File: src/rtl/pipeline_pkg.sv
// Shared definitions for the VLIW pipeline front end.
// Contents: redirect select codes, default NOP slot encoding,
// and the instruction-fetch state enumeration.
package pipeline_pkg;

  localparam logic [1:0] PCSRC_SEQ    = 2'b00;
  localparam logic [1:0] PCSRC_BRANCH = 2'b01;
  localparam logic [1:0] PCSRC_JUMP   = 2'b10;
  localparam logic [1:0] PCSRC_VECTOR = 2'b11;

  localparam logic [15:0] DEFAULT_NOP_INSTR = 16'h0000;

  typedef enum logic [1:0] {
    IDLE  = 2'b00,
    FETCH = 2'b01,
    DROP  = 2'b10
  } fetchState_t;

endpackage

File: src/rtl/if_stage_pcTargetMux.sv
// pcTargetMux: combinational redirect-target computation for the fetch stage.
// Ports:
//   pcSrc        - redirect select (seq / branch / jump / vector)
//   p1Pc         - PC of the bundle in IF/ID (jump base)
//   jumpOffset   - jump offset relative to p1Pc
//   p2Pc         - PC of the bundle in EX (branch base)
//   branchOffset - branch offset relative to p2Pc
//   redirect     - 1 when pcSrc selects a non-sequential target
//   target       - 4-aligned redirect target (modulo-2^32 sums)
module pcTargetMux
  import pipeline_pkg::*;
#(
  parameter logic [31:0] VECTOR_PC = 32'h0000_0040
) (
  input  logic [1:0]  pcSrc,
  input  logic [31:0] p1Pc,
  input  logic [31:0] jumpOffset,
  input  logic [31:0] p2Pc,
  input  logic [31:0] branchOffset,
  output logic        redirect,
  output logic [31:0] target
);

  logic [31:0] rawTarget;

  always_comb begin
    rawTarget = '0;
    unique case (pcSrc)
      PCSRC_BRANCH: rawTarget = p2Pc + branchOffset;
      PCSRC_JUMP:   rawTarget = p1Pc + jumpOffset;
      PCSRC_VECTOR: rawTarget = VECTOR_PC;
      default:      rawTarget = '0;
    endcase
  end

  assign redirect = (pcSrc != PCSRC_SEQ);
  assign target   = {rawTarget[31:2], 2'b00};

endmodule

File: src/rtl/if_stage.sv
// if_stage: instruction fetch for the two-slot VLIW pipeline.
// Owns the PC, fetches 32-bit bundles over a req/ready handshake, holds one
// bundle in a skid buffer while ID stalls, and loads the IF/ID register.
// Ports:
//   clk, reset (async, active-low)
//   p1_pipeline_regWrite - IF/ID write enable (0 = ID stalled)
//   pcSrc, IF_flush      - redirect select / IF/ID flush from ID
//   mem_shiftedSext11_jumpOffset, p2_pc, p2_mem_shiftedSext8_branchOffset
//                        - redirect target operands
//   imem_req, imem_addr, imem_ready, imem_rdata - instruction memory port
//   p1_aluInstr, p1_memInstr, p1_pc, p1_valid   - IF/ID pipeline register
module if_stage
  import pipeline_pkg::*;
#(
  parameter logic [31:0] RESET_PC  = 32'h0000_0000,
  parameter logic [31:0] VECTOR_PC = 32'h0000_0040,
  parameter logic [15:0] NOP_INSTR = DEFAULT_NOP_INSTR
) (
  input  logic        clk,
  input  logic        reset,
  input  logic        p1_pipeline_regWrite,
  input  logic [1:0]  pcSrc,
  input  logic        IF_flush,
  input  logic [31:0] mem_shiftedSext11_jumpOffset,
  input  logic [31:0] p2_pc,
  input  logic [31:0] p2_mem_shiftedSext8_branchOffset,
  output logic        imem_req,
  output logic [31:0] imem_addr,
  input  logic        imem_ready,
  input  logic [31:0] imem_rdata,
  output logic [15:0] p1_aluInstr,
  output logic [15:0] p1_memInstr,
  output logic [31:0] p1_pc,
  output logic        p1_valid
);

  fetchState_t state, stateNext;
  logic [31:0] pc, pcNext;
  logic [31:0] reqAddr, reqAddrNext;
  logic        bufValid, bufValidNext;
  logic [31:0] bufInstr;
  logic [31:0] bufPc;

  logic        redirect;
  logic [31:0] target;
  logic        complete;
  logic        drain;
  logic        waiting;

  pcTargetMux #(
    .VECTOR_PC(VECTOR_PC)
  ) uTargetMux (
    .pcSrc       (pcSrc),
    .p1Pc        (p1_pc),
    .jumpOffset  (mem_shiftedSext11_jumpOffset),
    .p2Pc        (p2_pc),
    .branchOffset(p2_mem_shiftedSext8_branchOffset),
    .redirect    (redirect),
    .target      (target)
  );

  assign imem_req  = ((state == FETCH) && !bufValid) || (state == DROP);
  assign imem_addr = reqAddr;

  // A request still waiting on memory must keep its address stable.
  assign waiting  = imem_req && !imem_ready;
  assign complete = (state == FETCH) && !bufValid && imem_ready && !redirect;
  assign drain    = bufValid && p1_pipeline_regWrite && !redirect;

  always_comb begin
    stateNext    = state;
    pcNext       = pc;
    bufValidNext = bufValid;

    unique case (state)
      IDLE:    stateNext = FETCH;
      FETCH:   if (redirect && waiting) stateNext = DROP;
      DROP:    if (imem_ready) stateNext = FETCH;
      default: stateNext = IDLE;
    endcase

    if (redirect) begin
      pcNext       = target;
      bufValidNext = 1'b0;
    end else if (complete) begin
      pcNext       = pc + 32'd4;
      // A flushed completion is dropped rather than buffered.
      bufValidNext = !p1_pipeline_regWrite && !IF_flush;
    end else if (drain) begin
      bufValidNext = 1'b0;
    end

    reqAddrNext = waiting ? reqAddr : pcNext;
  end

  always_ff @(posedge clk or negedge reset) begin
    if (!reset) begin
      state    <= IDLE;
      pc       <= RESET_PC;
      reqAddr  <= RESET_PC;
      bufValid <= 1'b0;
    end else begin
      state    <= stateNext;
      pc       <= pcNext;
      reqAddr  <= reqAddrNext;
      bufValid <= bufValidNext;
    end
  end

  always_ff @(posedge clk or negedge reset) begin
    if (!reset) begin
      bufInstr <= '0;
      bufPc    <= '0;
    end else if (complete && !p1_pipeline_regWrite) begin
      bufInstr <= imem_rdata;
      bufPc    <= reqAddr;
    end
  end

  always_ff @(posedge clk or negedge reset) begin
    if (!reset) begin
      p1_aluInstr <= NOP_INSTR;
      p1_memInstr <= NOP_INSTR;
      p1_pc       <= '0;
      p1_valid    <= 1'b0;
    end else if (IF_flush) begin
      p1_aluInstr <= NOP_INSTR;
      p1_memInstr <= NOP_INSTR;
      p1_valid    <= 1'b0;
    end else if (complete && p1_pipeline_regWrite) begin
      p1_aluInstr <= imem_rdata[31:16];
      p1_memInstr <= imem_rdata[15:0];
      p1_pc       <= reqAddr;
      p1_valid    <= 1'b1;
    end else if (drain) begin
      p1_aluInstr <= bufInstr[31:16];
      p1_memInstr <= bufInstr[15:0];
      p1_pc       <= bufPc;
      p1_valid    <= 1'b1;
    end
  end

endmodule

File: config.mk
export PLATFORM = sky130hd
export DESIGN_NAME = if_stage
export DESIGN_NICKNAME = d
export VERILOG_FILES = /design/src/rtl/pipeline_pkg.sv /design/src/rtl/if_stage_pcTargetMux.sv /design/src/rtl/if_stage.sv
export SDC_FILE = /design/constraint.sdc
export NUM_CORES = 1
export LEC_CHECK = 0
export CORE_MARGIN = 2
export CORE_UTILIZATION = 45
export CTS_CLUSTER_SIZE = 12
export DETAILED_ROUTE_END_ITERATION = 10
export PLACE_DENSITY = 0.69
export SYNTH_ARGS = -nofsm -noshare
export SYNTH_HDL_FRONTEND = slang
export SYNTH_HIERARCHICAL = 1
export SYNTH_SLANG_ARGS = --single-unit
File: constraint.sdc
create_clock -name clk -period 5.5 [get_ports clk]
set_input_delay 1.375 -clock clk [delete_from_list [all_inputs] [get_ports clk]]
set_output_delay 1.375 -clock clk [all_outputs]
set_load 0.05 [all_outputs]
==> Word level (Yosys, flattened, before mapping) <==
Cells that the tools add are included.
{ "classes": {"addsub": 3, "n_eq_ne": 7, "mux": 20, "n_bitwise": 1, "reduce_logical": 23} }
{ "op_table": {"columns": ["op", "count"], "rows": [
  ["two-way mux 32 bit", 4],
  ["two-way mux 16 bit", 6],
  ["case mux 32 bit (3 select lines)", 1],
  ["adder 32 bit", 2],
  ["adder 32 x 3 -> 32 bit (second input constant)", 1],
  ["logical AND 1 bit", 10],
  ["== test 2 bit (second input constant)", 3],
  ["two-way mux 1 bit", 6],
  ["case mux 2 bit (3 select lines)", 1],
  ["nonzero test 3 bit", 2],
  ["zero test 1 bit", 5],
  ["== test 2 x 1 -> 1 bit (second input constant)", 2],
  ["two-way mux 2 bit", 2],
  ["AND reduction 2 bit", 2],
  ["nonzero test 2 bit", 2],
  ["zero test 2 bit", 1],
  ["inequality test 2 x 1 -> 1 bit (second input constant)", 1],
  ["inequality test 2 bit (second input constant)", 1],
  ["logical OR 1 bit", 1],
  ["inverter 1 bit", 1]
]} }
{ "word_totals": {"ff_bits": 196, "inputBits": 135, "out_inout_bits": 98} }

==> Depth between registers and ports, before layout <==
{ "depth": {"depth_word": 7, "ltp_mapped": 13, "mapped_depth_nobuf": 13} }

==> Cells and area by module <==
The synthesis kept the hierarchy.
{ "modules_own_cells": {"columns": ["mod", "n_inst", "cells_per_inst", "area_per_inst_um2", "seq_area_each_um2"], "rows": [
  ["if_stage", 1, 739, 8744.6, 4904.7],
  ["pcTargetMux", 1, 405, 2940.3, 0.0]
]} }

==> Worst setup path before layout <==
Ideal clock, no wire load.
{ "synth_timing": {"kind": "input-to-reg", "start": "input port p2_pc[5]", "end": "register reqAddr[16] (netlist: imem_addr[16])", "setup_ns": 0.125, "arrival_time_ns": 3.879, "setup_slack_ns": 1.497, "cell_stages": 12, "path_cell_list": "ha_1 a21oi_1 a21oi_1 o31a_2 nand2_1 nand2_1 a221o_1 a21oi_1 xor2_1 o22ai_1 a221o_1 mux2_2"} }
{ "synth_via": {"elab_chain_cells": 3} }
{ "synth_rtl": {"columns": ["item", "line", "source"], "rows": [
  ["start: declaration", "if_stage.sv:25", "input logic [31:0] p2_pc,"],
  ["adder 32 bit", "if_stage_pcTargetMux.sv:29", "PCSRC_BRANCH: rawTarget = p2Pc + branchOffset;"],
  ["case mux 32 bit (3 select lines)", "if_stage_pcTargetMux.sv:28", "unique case (pcSrc)"],
  ["named net target[16]", "if_stage.sv:45", "logic [31:0] target;"],
  ["two-way mux 32 bit", "if_stage.sv:82", "if (redirect) begin"],
  ["named net pcNext[16]", "if_stage.sv:38", "logic [31:0] pc, pcNext;"],
  ["end signal: assignment", "if_stage.sv:105", "reqAddr <= reqAddrNext;"],
  ["end: declaration", "if_stage.sv:39", "logic [31:0] reqAddr, reqAddrNext;"]
]} }
The timed path passes the listed nets, and every way through them passes these cells.
A chain may end at the register's enable or synchronous reset.

==> Worst setup path after layout <==
{ "layout_timing": {"start": "input port mem_shiftedSext11_jumpOffset[2]", "end": "register reqAddr[29] (netlist: imem_addr[29])"} }
{ "layout_via": {"elab_chain_cells": 3} }
{ "layout_rtl": {"columns": ["item", "line", "source"], "rows": [
  ["start: declaration", "if_stage.sv:24", "input logic [31:0] mem_shiftedSext11_jumpOffset,"],
  ["adder 32 bit", "if_stage_pcTargetMux.sv:30", "PCSRC_JUMP: rawTarget = p1Pc + jumpOffset;"],
  ["case mux 32 bit (3 select lines)", "if_stage_pcTargetMux.sv:28", null],
  ["named net target[29]", "if_stage.sv:45", null],
  ["two-way mux 32 bit", "if_stage.sv:82", null]
]} }
The timed path passes the listed nets, and every way through them passes these cells.

==> out/qor.txt <==
NumNets Final - 1543
highest metal used - met4
CTS tree - built
full die area - 0.0273 mm²
library cells used by synthesis - 74
Slew @ Worst Pin - 1.17 ns
RSZ-0062 raised after global routing - no
max incr delay on CP - 0.60 ns
Filler cells - 2214
vias in the first global route - 9424
Antenna Cells - 0
Syn Inst Count - 1144
vias per inst - 5.75
worst reg-to-reg path cell count - 12
Core Util, Final - 58.8%
clock sinks - 196
synthesized cell area - 0.0117 mm²
Mapped Avg Cell Area - 10.2 µm²
Min Clock Period, post-route - 4.52 ns
Final TNS setup - 0 ns
Hold Violations, Final - 0
DRC Markers - 0
CP Class - input port to flip-flop
Iteration-0 DRC Markers - 582
Max Freq - 221 MHz
met2 routed WL - 15600 µm
fin. max-slew vios - 0
Initial Util - 46.1%
Required @ worst endpoint - 5.82 ns
placed inst area - 0.0143 mm²
yosys warns - 6
Antenna Nets Post-Route - 0
flops & latches, synth - 196
first drt pass iteration count - 5
commonest non-fill, non-tap cells in the layout - clkdlybuf4s50_1 (231), dfrtp_1 (196), nor2_1 (104)
CP startpoint kind - input port
Rel. slew slack - 21.7%
initial antenna violation count - 0
FF+latch area - 0.00490 mm²
Via Count - 9716
clock buffer depth - 2
number of flops mapped to enable cells by yosys - 0
Routed WL per cell - 18.8 µm
hold-fix buffers at CTS - 0
worst setup margin - 0.975 ns
largest cells by area after synthesis - dfrtp_1 (42%), mux2_2 (8.5%), ha_1 (6.5%)
slowest CP cell - a311oi_1
CTS buffer count - 17
Die W - 165 µm
max cap viols - 0
GPL Wtd Cong - 0.908
GRT Total Usage - 23.5%
HP Class - flip-flop to flip-flop
FFs w/ async S/R, synth - 100%
CTS root buf - clkbuf_16
most common library cell in the layout ignoring fill and taps - clkdlybuf4s50_1
top-area cell type share of the netlist area - 42.0%
grt total ovfl - 0
Min-Delay Path Depth - 1
sequential fraction of the synthesis area - 42.0%
Layout area overhead - 27.4%
wire length on met1 - 14200 µm
Setup-failing EPs final - 0
layout cells sized above 1 - 11.7%
num ports - 233
Final period util - 82.3%
Resized cells post-CTS - 0
pre-CTS setup slack - 0.580 ns
clock skew - 0.0158 ns
core area - 0.0253 mm²
first-pass GRT wire length - 50000 µm
worst skew pair latency - 0.44 ns
Synth Flop Type - dfrtp_1
CP Max Fanout - 4
CP arrival - 4.85 ns
post-route design area - 0.0149 mm²
post-CTS setup buffers - 0
Total Wirelength - 31700 µm
static leakage - 6.68 nW
status - finished, final reports clean
clock-pin slew on the worst setup and hold paths - 0.08 ns
largest net degree at the start of global routing - 131
crit path cell chain - clkdlybuf4s50_1 -> ha_1 -> a21oi_1 -> a21oi_1 -> o2111ai_1 -> a21oi_1 -> a311oi_1 -> o21ai_1 -> a21oi_1 -> xor2_1 -> o22ai_1 -> and3_1 -> a221o_1
H-tree depth - 4
FP Rows - 58
critical path's most frequent cell - a21oi_1
area of the multi-input gates - 0.00648 mm²
half-perimeter wire length after placement - 23400 µm
critical path endpoint category - flip-flop
Max IR drop VDD - 0.363 mV
Die Span Y - 165 µm
pwr dens - 460 mW/mm²
number of port buffers - 232
WL met3 - 1440 µm
Synth area leader - dfrtp_1
## cell usage after synthesis (3+ instances only)
cell,instances
xnor2_1,36
o31ai_1,8
xor2_1,40
buf_1,7
inv_1,18
and4_1,5
ha_1,61
dfrtp_1,196
o21ai_0,34
a31oi_1,9
or2_2,3
o21bai_1,8
buf_4,4
nor2_1,104
clkbuf_1,35
nand2_1,64
a21oi_1,82
and3_1,18
and2_1,8
nor4_1,11
a211oi_1,37
or3_1,4
nand2b_1,10
or4_1,6
nand4_1,21
nor3_1,6
mux2_2,88
buf_2,18
o211ai_1,4
nand3_1,26
nor2b_1,12
o22ai_1,22
o2111ai_1,3
o21ai_1,3
a221o_1,13
a21o_1,10
mux2i_1,66
## report_power, final
| group | switching, W | leakage [nW] | internal, W | total [W] |
|---|---|---|---|---|
| logic | 0.00191 | 3.90 | 0.00137 | 0.00328 |
| clock network | 0.000606 | 0.277 | 0.000605 | 0.00121 |
| registers | 0.000430 | 2.50 | 0.00192 | 0.00235 |
## layer usage
metal  track usage [%]  vias to the layer above
met3              3.35                       31
met1              32.1                     4813
met5                 0                        -
met2              39.3                      264
li1                  -                     4608
met4              5.93                        0
## worst max-delay path: cells and delay by family
family / cells / cell delay (ns)
AO/OA/AOI/OAI: 9 / 2.35
buffers and inverters: 1 / 0.41
adder cells (fa/ha/maj): 1 / 0.32
AND/OR/NAND/NOR: 1 / 0.23
XOR/XNOR: 1 / 0.16
## logic make-up after synthesis
group	share of synthesized area, %
AND/OR/NAND/NOR	13.2
AO/OA/AOI/OAI	15.2
flip-flops	42.0
multiplexers	14.4
buffers and inverters	2.96
XOR/XNOR	5.70
adder cells (fa/ha/maj)	6.53
other	0.0321
## layout make-up
type                    count  share of cell area, %
clock buffers              18                   2.88
clock inverters            14                  0.908
inverters                  18                  0.454
multi-input cells         867                   43.5
flip-flops and latches    196                   32.9
well taps                 330                   2.77
repair buffers            247                   16.5
## final timing paths
check	from	to	slack [ns]
max	mem_shiftedSext11_jumpOffset[2]	imem_addr[29]	0.98
min	pc[1]	pc[1]	0.50
max reg2reg	p1_pc[2]	imem_addr[29]	1.88
min reg2reg	pc[1]	pc[1]	0.50
max in group asynchronous	reset	p1_pc[26]	3.43
min in group asynchronous	reset	bufInstr[29]	1.13
## registers in the layout, indices dropped and copies added (netlist names)
register     flops
bufValid         1
imem_addr       32
p1_memInstr     16
p1_aluInstr     16
bufPc           32
p1_valid         1
p1_pc           32
pc              32
state            2
bufInstr        32
## stage by stage
| stage | total power [W] | std cells | hold slack (ns) |
|---|---|---|---|
| final | 0.00684 | 1690 | 0.501 |
| after global routing | 0.00726 | 1690 | 0.513 |
| after floorplan | 0.00456 | 1145 | 0.468 |
| after detailed placement | 0.00565 | 1658 | 0.485 |
| after CTS | 0.00688 | 1690 | 0.503 |
| after global placement | 0.00558 | 1658 | 0.476 |
Note: power is estimated with default switching activity, not from simulation.
